<file path="src/rtl/prog_ctr.sv">
// Program counter / fetch sequencer: holds PC, runs IDLE/RUN/HALT, counts retired instructions.
module prog_ctr #(
  parameter int unsigned PC_W  = 10,
  parameter int unsigned CNT_W = 16
) (
  input  logic             clk,
  input  logic             rst_n,
  input  logic             start_i,
  input  logic [PC_W-1:0]  start_addr_i,
  input  logic             branch_i,
  input  logic [7:0]       boffset_i,
  input  logic             bsign_i,
  input  logic             sreset_i,
  input  logic             shalt_i,
  input  logic             stall_i,
  output logic [PC_W-1:0]  pc_o,
  output logic             running_o,
  output logic             done_o,
  output logic [CNT_W-1:0] icount_o
);

  typedef enum logic [1:0] {
    ST_IDLE = 2'd0,
    ST_RUN  = 2'd1,
    ST_HALT = 2'd2
  } state_e;

  state_e           state_q, state_d;
  logic [PC_W-1:0]  pc_q, pc_d;
  logic [CNT_W-1:0] icount_q, icount_d;
  logic             running_q, done_q;

  logic [PC_W-1:0]  boff_ext;
  logic [CNT_W-1:0] icount_inc;

  // Offset zero-extends into PC width; counter increment saturates at all-ones.
  always_comb begin
    boff_ext   = PC_W'(boffset_i);
    icount_inc = (icount_q == {CNT_W{1'b1}}) ? icount_q : icount_q + CNT_W'(1);
  end

  // Next-state, next-PC and next-count; first matching RUN row wins.
  always_comb begin
    state_d  = state_q;
    pc_d     = pc_q;
    icount_d = icount_q;
    unique case (state_q)
      ST_IDLE, ST_HALT: begin
        if (start_i) begin
          state_d  = ST_RUN;
          pc_d     = start_addr_i;
          icount_d = '0;
        end
      end
      ST_RUN: begin
        if (start_i) begin
          pc_d     = start_addr_i;
          icount_d = '0;
        end else if (sreset_i && shalt_i) begin
          state_d  = ST_HALT;
          icount_d = icount_inc;
        end else if (sreset_i) begin
          pc_d     = '0;
          icount_d = icount_inc;
        end else if (stall_i) begin
          pc_d     = pc_q;
        end else if (branch_i && !bsign_i) begin
          pc_d     = pc_q + boff_ext;
          icount_d = icount_inc;
        end else if (branch_i) begin
          pc_d     = pc_q - boff_ext;
          icount_d = icount_inc;
        end else begin
          pc_d     = pc_q + PC_W'(1);
          icount_d = icount_inc;
        end
      end
      default: begin
        state_d = ST_IDLE;
      end
    endcase
  end

  // State, PC, counter and decoded status flags, all registered.
  always_ff @(posedge clk or negedge rst_n) begin
    if (!rst_n) begin
      state_q   <= ST_IDLE;
      pc_q      <= '0;
      icount_q  <= '0;
      running_q <= 1'b0;
      done_q    <= 1'b0;
    end else begin
      state_q   <= state_d;
      pc_q      <= pc_d;
      icount_q  <= icount_d;
      running_q <= (state_d == ST_RUN);
      done_q    <= (state_d == ST_HALT);
    end
  end

  assign pc_o      = pc_q;
  assign running_o = running_q;
  assign done_o    = done_q;
  assign icount_o  = icount_q;

endmodule

</file>
<file path="config.mk">
export PLATFORM = sky130hd
export DESIGN_NAME = prog_ctr
export DESIGN_NICKNAME = d
export VERILOG_FILES = /design/src/rtl/prog_ctr.sv
export SDC_FILE = /design/constraint.sdc
export NUM_CORES = 1
export LEC_CHECK = 0
export CORE_ASPECT_RATIO = 1.25
export CORE_MARGIN = 5
export CORE_UTILIZATION = 53
export DETAILED_ROUTE_END_ITERATION = 16
export PLACE_DENSITY_LB_ADDON = 0.05
export SKIP_CTS_REPAIR_TIMING = 1
export SLEW_MARGIN = 25
export SYNTH_ARGS = -nofsm -noshare
export SYNTH_HDL_FRONTEND = slang
export SYNTH_SLANG_ARGS = --single-unit
</file>
<file path="constraint.sdc">
create_clock -name clk -period 3.6 [get_ports clk]
set_input_delay 0.54 -clock clk [delete_from_list [all_inputs] [get_ports clk]]
set_output_delay 0.54 -clock clk [all_outputs]
set_load 0.02 [all_outputs]
</file>
Word level (Yosys, flattened, before mapping)
Index checks and enable logic that the tools add are counted.
{"block": "word_totals", "reg_bits": 30, "inputBits": 26, "out_inout_bits": 28, "word_cells": 45}
{"block": "classes", "addsub": 4, "n_eq_ne": 9, "muxes": 19, "n_reduce_logical": 8}
{"op": "16-bit 2-to-1 mux", "n": 6}
{"op": "10-bit 2-to-1 mux", "n": 7}
{"op": "16-bit one-hot mux with 2 select lines", "n": 1}
{"op": "10-bit one-hot mux with 2 select lines", "n": 1}
{"op": "16-bit by 1-bit adder with 16-bit output (second input constant)", "n": 1}
{"op": "16-bit == test (second input constant)", "n": 1}
{"op": "10-bit by 1-bit adder with 10-bit output (second input constant)", "n": 1}
{"op": "10-bit by 8-bit adder with 10-bit output", "n": 1}
{"op": "10-bit by 8-bit subtractor with 10-bit output", "n": 1}
{"op": "2-bit 2-to-1 mux", "n": 3}
{"op": "5-bit != test (second input constant)", "n": 1}
{"op": "2-bit by 1-bit == test with 1-bit output (second input constant)", "n": 2}
{"op": "2-bit == test (second input constant)", "n": 2}
{"op": "4-bit != test (second input constant)", "n": 1}
{"op": "2-bit one-hot mux with 2 select lines", "n": 1}
{"op": "4-bit AND reduction", "n": 1}
{"op": "3-bit != test (second input constant)", "n": 1}
{"op": "3-bit AND reduction", "n": 1}
{"op": "1-bit logical AND", "n": 2}
{"op": "2-bit zero test", "n": 1}
{"op": "2-bit != test (second input constant)", "n": 1}
{"op": "2-bit nonzero test", "n": 1}
{"op": "2-bit OR reduction", "n": 1}
{"op": "1-bit zero test", "n": 1}

Depth between registers and ports, before layout
Gate-level depths: netlist (run 1).
{"block": "logic_depth", "ltp_word": 8, "depth_mapped": 15, "ltp_nobuf": 14}

Least setup slack after synthesis (run 1)
Ideal clock, no wire load.
{"block": "synth_timing", "kind": "input-to-reg", "start": "input port branch_i", "end": "register pc_q[9], in the netlist pc_o[9]", "setup_ps": 126, "arrival_ps": 3071, "t_required_ps": 3474, "slack_ps": 403, "cell_stages": 14, "n_path_buf": 1, "path_cell_list": "clkbuf_1 nor2b_1 ha_1 nand2_1 o41ai_1 xnor2_1 and2_1 ha_1 or2_2 a21o_1 a21oi_1 a31oi_1 xnor2_1 a221o_1"}
{"block": "synth_via", "elab_chain_cells": 7, "word_cells_on_any_way": 8, "classes_between": "mux (7); reduce/logical (1)"}
{"item": "start, declared", "line": "10", "text": "input logic branch_i,"}
{"item": "10-bit 2-to-1 mux / 1-bit logical AND (equally long branches)", "line": "70, 67"}
{"item": "10-bit 2-to-1 mux (*)", "line": "67", "text": "end else if (branch_i && !bsign_i) begin"}
{"item": "10-bit 2-to-1 mux (*)", "line": "65", "text": "end else if (stall_i) begin"}
{"item": "10-bit 2-to-1 mux (*)", "line": "62", "text": "end else if (sreset_i) begin"}
{"item": "10-bit 2-to-1 mux (*)", "line": "59", "text": "end else if (sreset_i && shalt_i) begin"}
{"item": "10-bit 2-to-1 mux (*)", "line": "56", "text": "if (start_i) begin"}
{"item": "10-bit one-hot mux with 2 select lines (*)", "line": "47", "text": "unique case (state_q)"}
{"item": "end signal, assigned", "line": "94", "text": "pc_q <= pc_d;"}
{"item": "end, declared", "line": "29", "text": "logic [PC_W-1:0] pc_q, pc_d;"}
Every way passes the cells marked *; elsewhere a longest branch is shown, timed or not. The select of a mux whose other input is x is not followed.
A chain may end at the register's enable or synchronous reset.

Worst setup path after layout (run 1)
Same ends and word-level chain as after synthesis.

==> impl_metrics.ini, run 1 <==
[clocking]
tritoncts = done
clock-sinks = 30
max-clock-path-buffers = 2
cts_root_buf = clkbuf_8
path_clk_slew_ps = 70
htree_levels = 2
clkLatencyLatePin_ps = 280
cts_buffers = 5

[yosys]
synth_cell_type_count = 45
postSynth.asyncResetShare = 1.000
synth-seq-area-share = 0.3546
syn_nets = 277
synth_flop_cell = dfrtp_1
synth_area_leaders = dfrtp_1 35%, ha_1 7.1%, xor2_1 5.8%
synth-simple-area-share = 0.2352
synth-compound-area-share = 0.1809
synth_cells = 238
synth_top_family_by_area = simple AND/OR/NAND/NOR gates
ys_seq_elements = 30
yosys.area.top_type = dfrtp_1
synth_xor_area_frac = 0.1070
yosys.area.top_type_share = 0.3546
synth_mux_area_frac = 0.01478
synth_fa_ha_area_frac = 0.08038
netlist_area_mm2 = 0.002117
synth.avg_cell_area_um2 = 8.895
synth_edf_count = 0
yosys_warnings = 0

[detailed_routing]
drc = 0
dr.pass1.iters = 4
via_count = 1945
antenna_left = 0
routed_wirelength_mm = 5.161
via_per_inst = 5.541
wl_per_cell_um = 14.70
drt_iter0_drc = 80

[pwr]
p_per_area_mw_per_mm2 = 407.0
power.leakage_nw = 1.221
ir_worst_vdd_mv = 0.2396

[setup_path]
cp-startpoint = branch_i
crit_path_end = pc_o[9]
r2r_setup_slack_ps = 1450
cp.buffers_inverters = 1
timing.rr.start = icount_o[0]
critPathRequiredTime_ps = 3770
criticalPathCategory = in2reg
endpoint_kind = register
crit_slowest_cell = clkdlybuf4s50_1
path_depth = 14
path_cells = clkdlybuf4s50_1 -> nor2b_1 -> ha_1 -> nand2_1 -> o41ai_1 -> xnor2_1 -> and2_1 -> ha_1 -> or2_2 -> a21o_1 -> a21oi_1 -> a31oi_1 -> xnor2_1 -> a221o_1
crit_family = compound AO/OA/AOI/OAI gates
critPathLaunchType = input port
cp_max_fo = 4
arrival_ps = 3480
rr_endpoint = icount_o[9]
rr_worst_depth = 7
cpPeakStageDelay_ps = 510

[layout]
area_growth_syn_to_layout_pct = 33.87
diodes = 0
final_common_cell = clkdlybuf4s50_1
final_cell_mix = 53 x clkdlybuf4s50_1, 30 x dfrtp_1, 29 x nor2_1, 19 x nand2_1
drive_above_1_share = 0.07407
nNetsFinal = 335
fin_util = 0.7426

[die]
placement_rows = 25
die_x_um = 66.53
die_h_um = 80.66
fp.dieArea_mm2 = 0.005366
pin_count = 54
start_util = 0.5548
core_area_mm2 = 0.003816

[sta]
fmax_mhz = 302.3
setup_ws_ps = 292.3
worst_slew_pin_slew_ps = 585.6
relSlewSlack = 0.6066
worst_clock_skew_ps = 2.245
post-route-min-period_ps = 3308
setup_violations = 0
final-max-slew-violation-count = 0
hold_viol = 0
min_period_over_period = 0.9188
rsz0062_at_grt = no
fin_tns_setup_ps = 0

[global_routing]
grt_start_max_net_pins = 31
grt.total_usage = 0.2130
overflow = 0
grt_pass1_wl_mm = 8.838
grt_pass1_vias = 1984
antenna_found_initial = 0

[worst_hold_path]
hold_path_depth = 1
min_path_type = reg2reg

[placement]
dpl.hpwl_mm = 3.983
place_ws_ps = -30.44
gp_congestion = 0.8945
io_buffers = 53

[job]
drv_cap = 0

[status]
status = finished, final reports clean
cell usage after synthesis, types with 2 or more instances:
master / n
xnor2_1: 10
a21oi_1: 14
a221oi_1: 2
nor2_1: 29
o31ai_1: 2
a221o_1: 2
clkbuf_1: 6
nor4_1: 2
inv_1: 8
nand4_1: 7
nor3b_1: 2
a31oi_1: 3
xor2_1: 14
nand3_1: 7
nor2b_1: 3
nand2b_1: 5
o21a_1: 4
and2_1: 8
and4_1: 2
and3_1: 8
a211oi_1: 3
nor3_1: 4
ha_1: 12
nand2_1: 19
o41ai_1: 2
o21ai_0: 10
mux2i_1: 2
dfrtp_1: 30
a21o_1: 2
per-stage QoR:
step / hold slack [ps] / total power [mW] / cell area [µm²] / instances
after floorplan: 244.4 / 0.6616 / 2117 / 238
after global routing: 566.5 / 1.218 / 2834 / 351
final: 529.2 / 1.154 / 2834 / 351
after CTS: 538.5 / 1.155 / 2834 / 351
after detailed placement: 525.8 / 0.8175 / 2725 / 343
after global placement: 514.6 / 0.8119 / 2725 / 343
worst min path at each step:
stage	startpoint	endpoint
3_5_place_dp	pc_o[0]	pc_o[0]
2_1_floorplan	rst_n	done_o
3_3_place_gp	icount_o[4]	icount_o[4]
5_1_grt	icount_o[0]	icount_o[0]
6_report	icount_o[0]	icount_o[0]
4_1_cts	icount_o[0]	icount_o[0]
registers in the layout (all words and copies together) (netlist names):
name / flops
state_q: 2
running_o: 1
done_o: 1
icount_o: 16
pc_o: 10
per-layer routing:
metal	routed length (µm)	global-route usage	up-vias
li1	-	-	966
met1	2114	0.2412	915
met2	2746	0.4032	55
met3	215	0.02238	9
met4	85	0.07317	0
met5	0	0	-
final cells by class:
cell class	count	area, µm²
Tap cell	54	67.56
Sequential cell	30	750.7
Clock buffer	5	68.82
Inverter	8	30.03
Timing Repair Buffer	58	568.0
Multi-Input combinational cell	193	1309
Fill cell	312	982.2
Clock inverter	3	40.04
logic make-up after synthesis:
kind of cell    Yosys count
buf+inv                  15
mux                       3
xor+xnor                 25
fa+ha+maj                13
compound gates           53
flops                    30
simple gates             99
where the power goes:
group	internal, mW	switching, mW	total (mW)
Clock	0.203	0.134	0.338
Combinational	0.201	0.211	0.412
Sequential	0.369	0.0344	0.404
Note: power is estimated with default switching activity, not from simulation.
==> run 2, diff against run 1 <==
--- a/config.mk
+++ b/config.mk
@@ -8,6 +8,7 @@
 export CORE_ASPECT_RATIO = 1.25
 export CORE_MARGIN = 5
 export CORE_UTILIZATION = 53
+export CTS_CLUSTER_DIAMETER = 80
 export DETAILED_ROUTE_END_ITERATION = 16
 export PLACE_DENSITY_LB_ADDON = 0.05
 export SKIP_CTS_REPAIR_TIMING = 1
==> constraint.sdc (replaced) <==
create_clock -name clk -period 4.08 [get_ports clk]
set_input_delay 0.612 -clock clk [delete_from_list [all_inputs] [get_ports clk]]
set_output_delay 0.612 -clock clk [all_outputs]
set_load 0.02 [all_outputs]
==> run 2 against run 1 <==
- setup slack better by 330 ps
- global-route usage down 0.21 points
- clock skew up 2.6 ps
- core utilization down 0.85 points
- routed wire length down 1.7%
- register-to-register slack better by 470 ps
- sequential share of layout area up 0.31 points
- first-iteration DRC count up 18%
- non-clock buffer count down 2
- total power down 17%
- combinational power down 13%
- die area unchanged
- critical path type unchanged
==> impl_metrics.ini, run 2 (same netlist as run 1, synthesis figures left out) <==
[global_routing]
grt.total_usage = 0.2109
grt_pass1_wl_mm = 8.742
overflow = 0
grt_pass1_vias = 1979
antenna_found_initial = 0
grt_start_max_net_pins = 31

[setup_path]
path_cells = clkdlybuf4s50_1 -> nor2b_1 -> ha_1 -> nand2_1 -> o41ai_1 -> xnor2_1 -> and2_1 -> ha_1 -> or2_2 -> a21o_1 -> a21oi_1 -> a31oi_1 -> xnor2_1 -> a221o_1
endpoint_kind = register
critPathRequiredTime_ps = 4240
criticalPathCategory = in2reg
arrival_ps = 3630
cp-startpoint = branch_i
crit_family = compound AO/OA/AOI/OAI gates
cp_max_fo = 3
cpPeakStageDelay_ps = 490
cp.buffers_inverters = 1
critPathLaunchType = input port
path_depth = 14
crit_slowest_cell = clkdlybuf4s50_1
rr_worst_depth = 7
timing.rr.start = icount_o[0]

[die]
placement_rows = 25
pin_count = 54
fp.dieArea_mm2 = 0.005366
start_util = 0.5548
core_area_mm2 = 0.003816
die_h_um = 80.66
die_x_um = 66.53

[clocking]
htree_levels = 2
clock-sinks = 30
tritoncts = done
clkLatencyLatePin_ps = 280
max-clock-path-buffers = 2
cts_buffers = 5
path_clk_slew_ps = 70
cts_root_buf = clkbuf_8

[detailed_routing]
dr_wl_met3_um = 191
drt_iter0_drc = 94
wl_met1_mm = 2.096
antenna_left = 0
drc = 0
via_count = 1971
dr.pass1.iters = 4
dr_wl_met2_mm = 2.684
via_per_inst = 5.648
wl_per_cell_um = 14.53
top_layer = met4
routed_wirelength_mm = 5.071

[worst_hold_path]
hp-start = icount_o[4]
min_path_type = reg2reg
hold_path_depth = 1

[sta]
min_period_over_period = 0.8487
fmax_mhz = 288.8
fin_tns_setup_ps = 0
hold_ws_ps = 533.6
final-max-slew-violation-count = 0
post-route-min-period_ps = 3463
hold_viol = 0
worst_slew_pin_slew_ps = 606.0
setup_violations = 0
worst_clock_skew_ps = 4.836
relSlewSlack = 0.5929
rsz0062_at_grt = no

[pwr]
power.leakage_nw = 1.202
p_per_area_mw_per_mm2 = 343.4
ir_worst_vdd_mv = 0.1763

[status]
status = finished, final reports clean

[layout]
nNetsFinal = 333
drive_above_1_share = 0.06441
diodes = 0
final_common_cell = clkdlybuf4s50_1
area_growth_syn_to_layout_pct = 32.33
largest_register_ff_count = 16
fin_util = 0.7341
fillers = 331
design_area_mm2 = 0.002801
final_cell_mix = 53 x clkdlybuf4s50_1, 30 x dfrtp_1, 29 x nor2_1, 19 x nand2_1

[placement]
dpl.hpwl_mm = 3.999
io_buffers = 53
gp_congestion = 0.9172
placed_cell_area_mm2 = 0.002710

[job]
drv_cap = 0
[run 2: report_power, final]
part           leakage, nW  internal [mW]  switching [mW]  total, mW
registers            0.392          0.326          0.0311      0.357
clock network       0.0482          0.136           0.110      0.246
logic                0.761          0.174           0.185      0.359
[run 2: final timing paths]
path                                     to  slack (ps)
worst max-delay path                pc_o[9]         620
worst min-delay path            icount_o[4]         530
worst max register to register  icount_o[9]        1920
worst min register to register  icount_o[4]         530
max in group asynchronous       icount_o[8]        3060
min in group asynchronous       icount_o[0]         730
[run 2: final cells by class]
| class | instances | area [µm²] | area share |
|---|---|---|---|
| sequential | 30 | 750.7 | 0.2680 |
| timing repair buffer | 56 | 553.0 | 0.1974 |
| clock buffer | 7 | 86.33 | 0.03082 |
| inverter | 8 | 30.03 | 0.01072 |
| multi-input combinational | 193 | 1309 | 0.4672 |
| clock inverter | 1 | 5.005 | 0.001787 |
| tap | 54 | 67.56 | 0.02412 |
[run 2: per-stage QoR]
step | power [mW] | worst slack, ps | std cells
floorplan | 0.5838 | 810.9 | 238
global placement | 0.7109 | 435.1 | 341
detailed placement | 0.7194 | 345.2 | 341
CTS | 0.9670 | 628.3 | 349
global route | 1.024 | 447.7 | 349
finish | 0.9619 | 617.3 | 349
[run 2: per-layer routing]
metal  vias to the layer above  track usage
li1                        969            -
met2                        57       0.3843
met1                       935       0.2430
met5                         -            0
met3                        10      0.02378
met4                         0      0.09146
==> run 3, diff against run 2 <==
--- a/config.mk
+++ b/config.mk
@@ -7,7 +7,7 @@
 export LEC_CHECK = 0
 export CORE_ASPECT_RATIO = 1.25
 export CORE_MARGIN = 5
-export CORE_UTILIZATION = 53
+export CORE_UTILIZATION = 49
 export CTS_CLUSTER_DIAMETER = 80
 export DETAILED_ROUTE_END_ITERATION = 16
 export PLACE_DENSITY_LB_ADDON = 0.05
==> constraint.sdc (replaced) <==
create_clock -name clk -period 3.4 [get_ports clk]
set_input_delay 0.51 -clock clk [delete_from_list [all_inputs] [get_ports clk]]
set_output_delay 0.51 -clock clk [all_outputs]
set_load 0.02 [all_outputs]
==> run 3 against run 2 <==
- global-route usage decreased by 1.5 points
- clock skew rose by 2.9 ps
- sequential cell count unchanged
- core utilization shrank 2.6 points
- combinational power rose by 27%
- largest cell class unchanged
- largest power group unchanged
- highest routed layer unchanged
==> impl_metrics.ini, run 3 (same netlist as run 1, synthesis figures left out) <==
[status]
status = finished, final reports clean

[sta]
rsz0062_at_grt = no
worst_slew_pin_slew_ps = 582.7
min_period_over_period = 0.9357
fin_tns_setup_ps = 0
setup_violations = 0
relSlewSlack = 0.6086
hold_viol = 0
final-max-slew-violation-count = 0
fmax_mhz = 314.3
post-route-min-period_ps = 3181
worst_clock_skew_ps = 7.705

[setup_path]
r2r_setup_slack_ps = 1260
arrival_ps = 3350
endpoint_kind = register
cp-startpoint = boffset_i[0]
cp_max_fo = 3
critPathLaunchType = input port
criticalPathCategory = in2reg
timing.rr.start = icount_o[0]
critPathRequiredTime_ps = 3570
rr_endpoint = icount_o[9]
rr_worst_depth = 7

[worst_hold_path]
hp-start = icount_o[4]
min_path_type = reg2reg
min_to = icount_o[4]
hold_path_depth = 1

[layout]
seqCellArea_um2 = 750.7
final_common_cell = clkdlybuf4s50_1
nNetsFinal = 343
multiInputGateArea_mm2 = 0.001364
diodes = 0
design_area_mm2 = 0.002927
final_cell_mix = 51 x clkdlybuf4s50_1, 30 x dfrtp_1, 29 x nor2_1, 18 x nand2_1, 14 x xor2_1
largest_register_ff_count = 16
drive_above_1_share = 0.1184
area_growth_syn_to_layout_pct = 38.24
fillers = 337

[detailed_routing]
via_per_inst = 5.489
routed_wirelength_mm = 5.229
wl_per_cell_um = 14.53
via_count = 1976
antenna_left = 0
drc = 0
dr.pass1.iters = 4
drt_iter0_drc = 54

[clocking]
tritoncts = done
clkLatencyLatePin_ps = 280
htree_levels = 2
max-clock-path-buffers = 2
path_clk_slew_ps = 70
cts_buffers = 5
cts_root_buf = clkbuf_8
clock-sinks = 30

[die]
core_area_mm2 = 0.004131
placement_rows = 26
die_x_um = 68.79
die_h_um = 83.49
pin_count = 54
fp.dieArea_mm2 = 0.005743
start_util = 0.5124

[global_routing]
antenna_found_initial = 0
grt.total_usage = 0.1958
overflow = 0
grt_pass1_wl_mm = 8.583
grt_start_max_net_pins = 31
grt_pass1_vias = 1978

[placement]
placed_cell_area_mm2 = 0.002788
gp_congestion = 0.8452
io_buffers = 53
dpl.hpwl_mm = 4.057

[pwr]
power.leakage_nw = 1.283
fin_total_pwr_mw = 1.161
ir_worst_vdd_mv = 0.2011
p_per_area_mw_per_mm2 = 396.6

[job]
drv_cap = 0
-- run 3: how the worst max path moves through the flow --
stage / slack (ps) / to / cells after the start
floorplan: 230 / pc_o[9] / 14
global placement: -90 / pc_o[9] / 14
detailed placement: -170 / pc_o[9] / 14
CTS: 110 / pc_o[9] / 14
global route: 3 / pc_o[9] / 15
finish: 220 / pc_o[9] / 15
-- run 3: layout make-up --
cell class	instances	share of cell area
Clock inverter	2	0.003420
Tap cell	56	0.02394
Inverter	8	0.01026
Sequential cell	30	0.2565
Clock buffer	5	0.02351
Multi-Input combinational cell	193	0.4660
Timing Repair Buffer	66	0.2163
-- run 3: through the flow --
step	util	hold WS (ps)	setup slack, ps	cells
2_1_floorplan	-	214.4	232.9	238
3_3_place_gp	0.6747	505.7	-92.22	353
3_5_place_dp	0.6747	514.0	-170.1	353
4_1_cts	0.6938	523.0	111.4	360
5_1_grt	0.7084	555.3	2.946	360
6_report	0.7084	522.9	218.8	360
-- run 3: metal layers --
| metal | GRT usage | wire (µm) | up-vias |
|---|---|---|---|
| met5 | 0 | 0 | - |
| met4 | 0.09574 | 147 | 0 |
| met3 | 0.01887 | 201 | 10 |
| met2 | 0.3527 | 2791 | 46 |
| met1 | 0.2175 | 2089 | 935 |
| li1 | - | - | 985 |
-- run 3: report_power, final --
part	switching [mW]	total (mW)	internal, mW
Clock	0.138	0.276	0.137
Sequential	0.0368	0.428	0.391
Combinational	0.229	0.457	0.228
-- run 3: worst max-delay path, stage by stage --
cell,delay (ps)
clkdlybuf4s50_1,420
nand2b_4,150
inv_2,70
ha_4,130
nand2_2,80
o41ai_4,370
xnor2_1,100
and2_1,160
ha_1,280
or2_4,260
a21o_1,190
a21oi_2,130
a31oi_1,60
xnor2_1,130
a221o_1,310
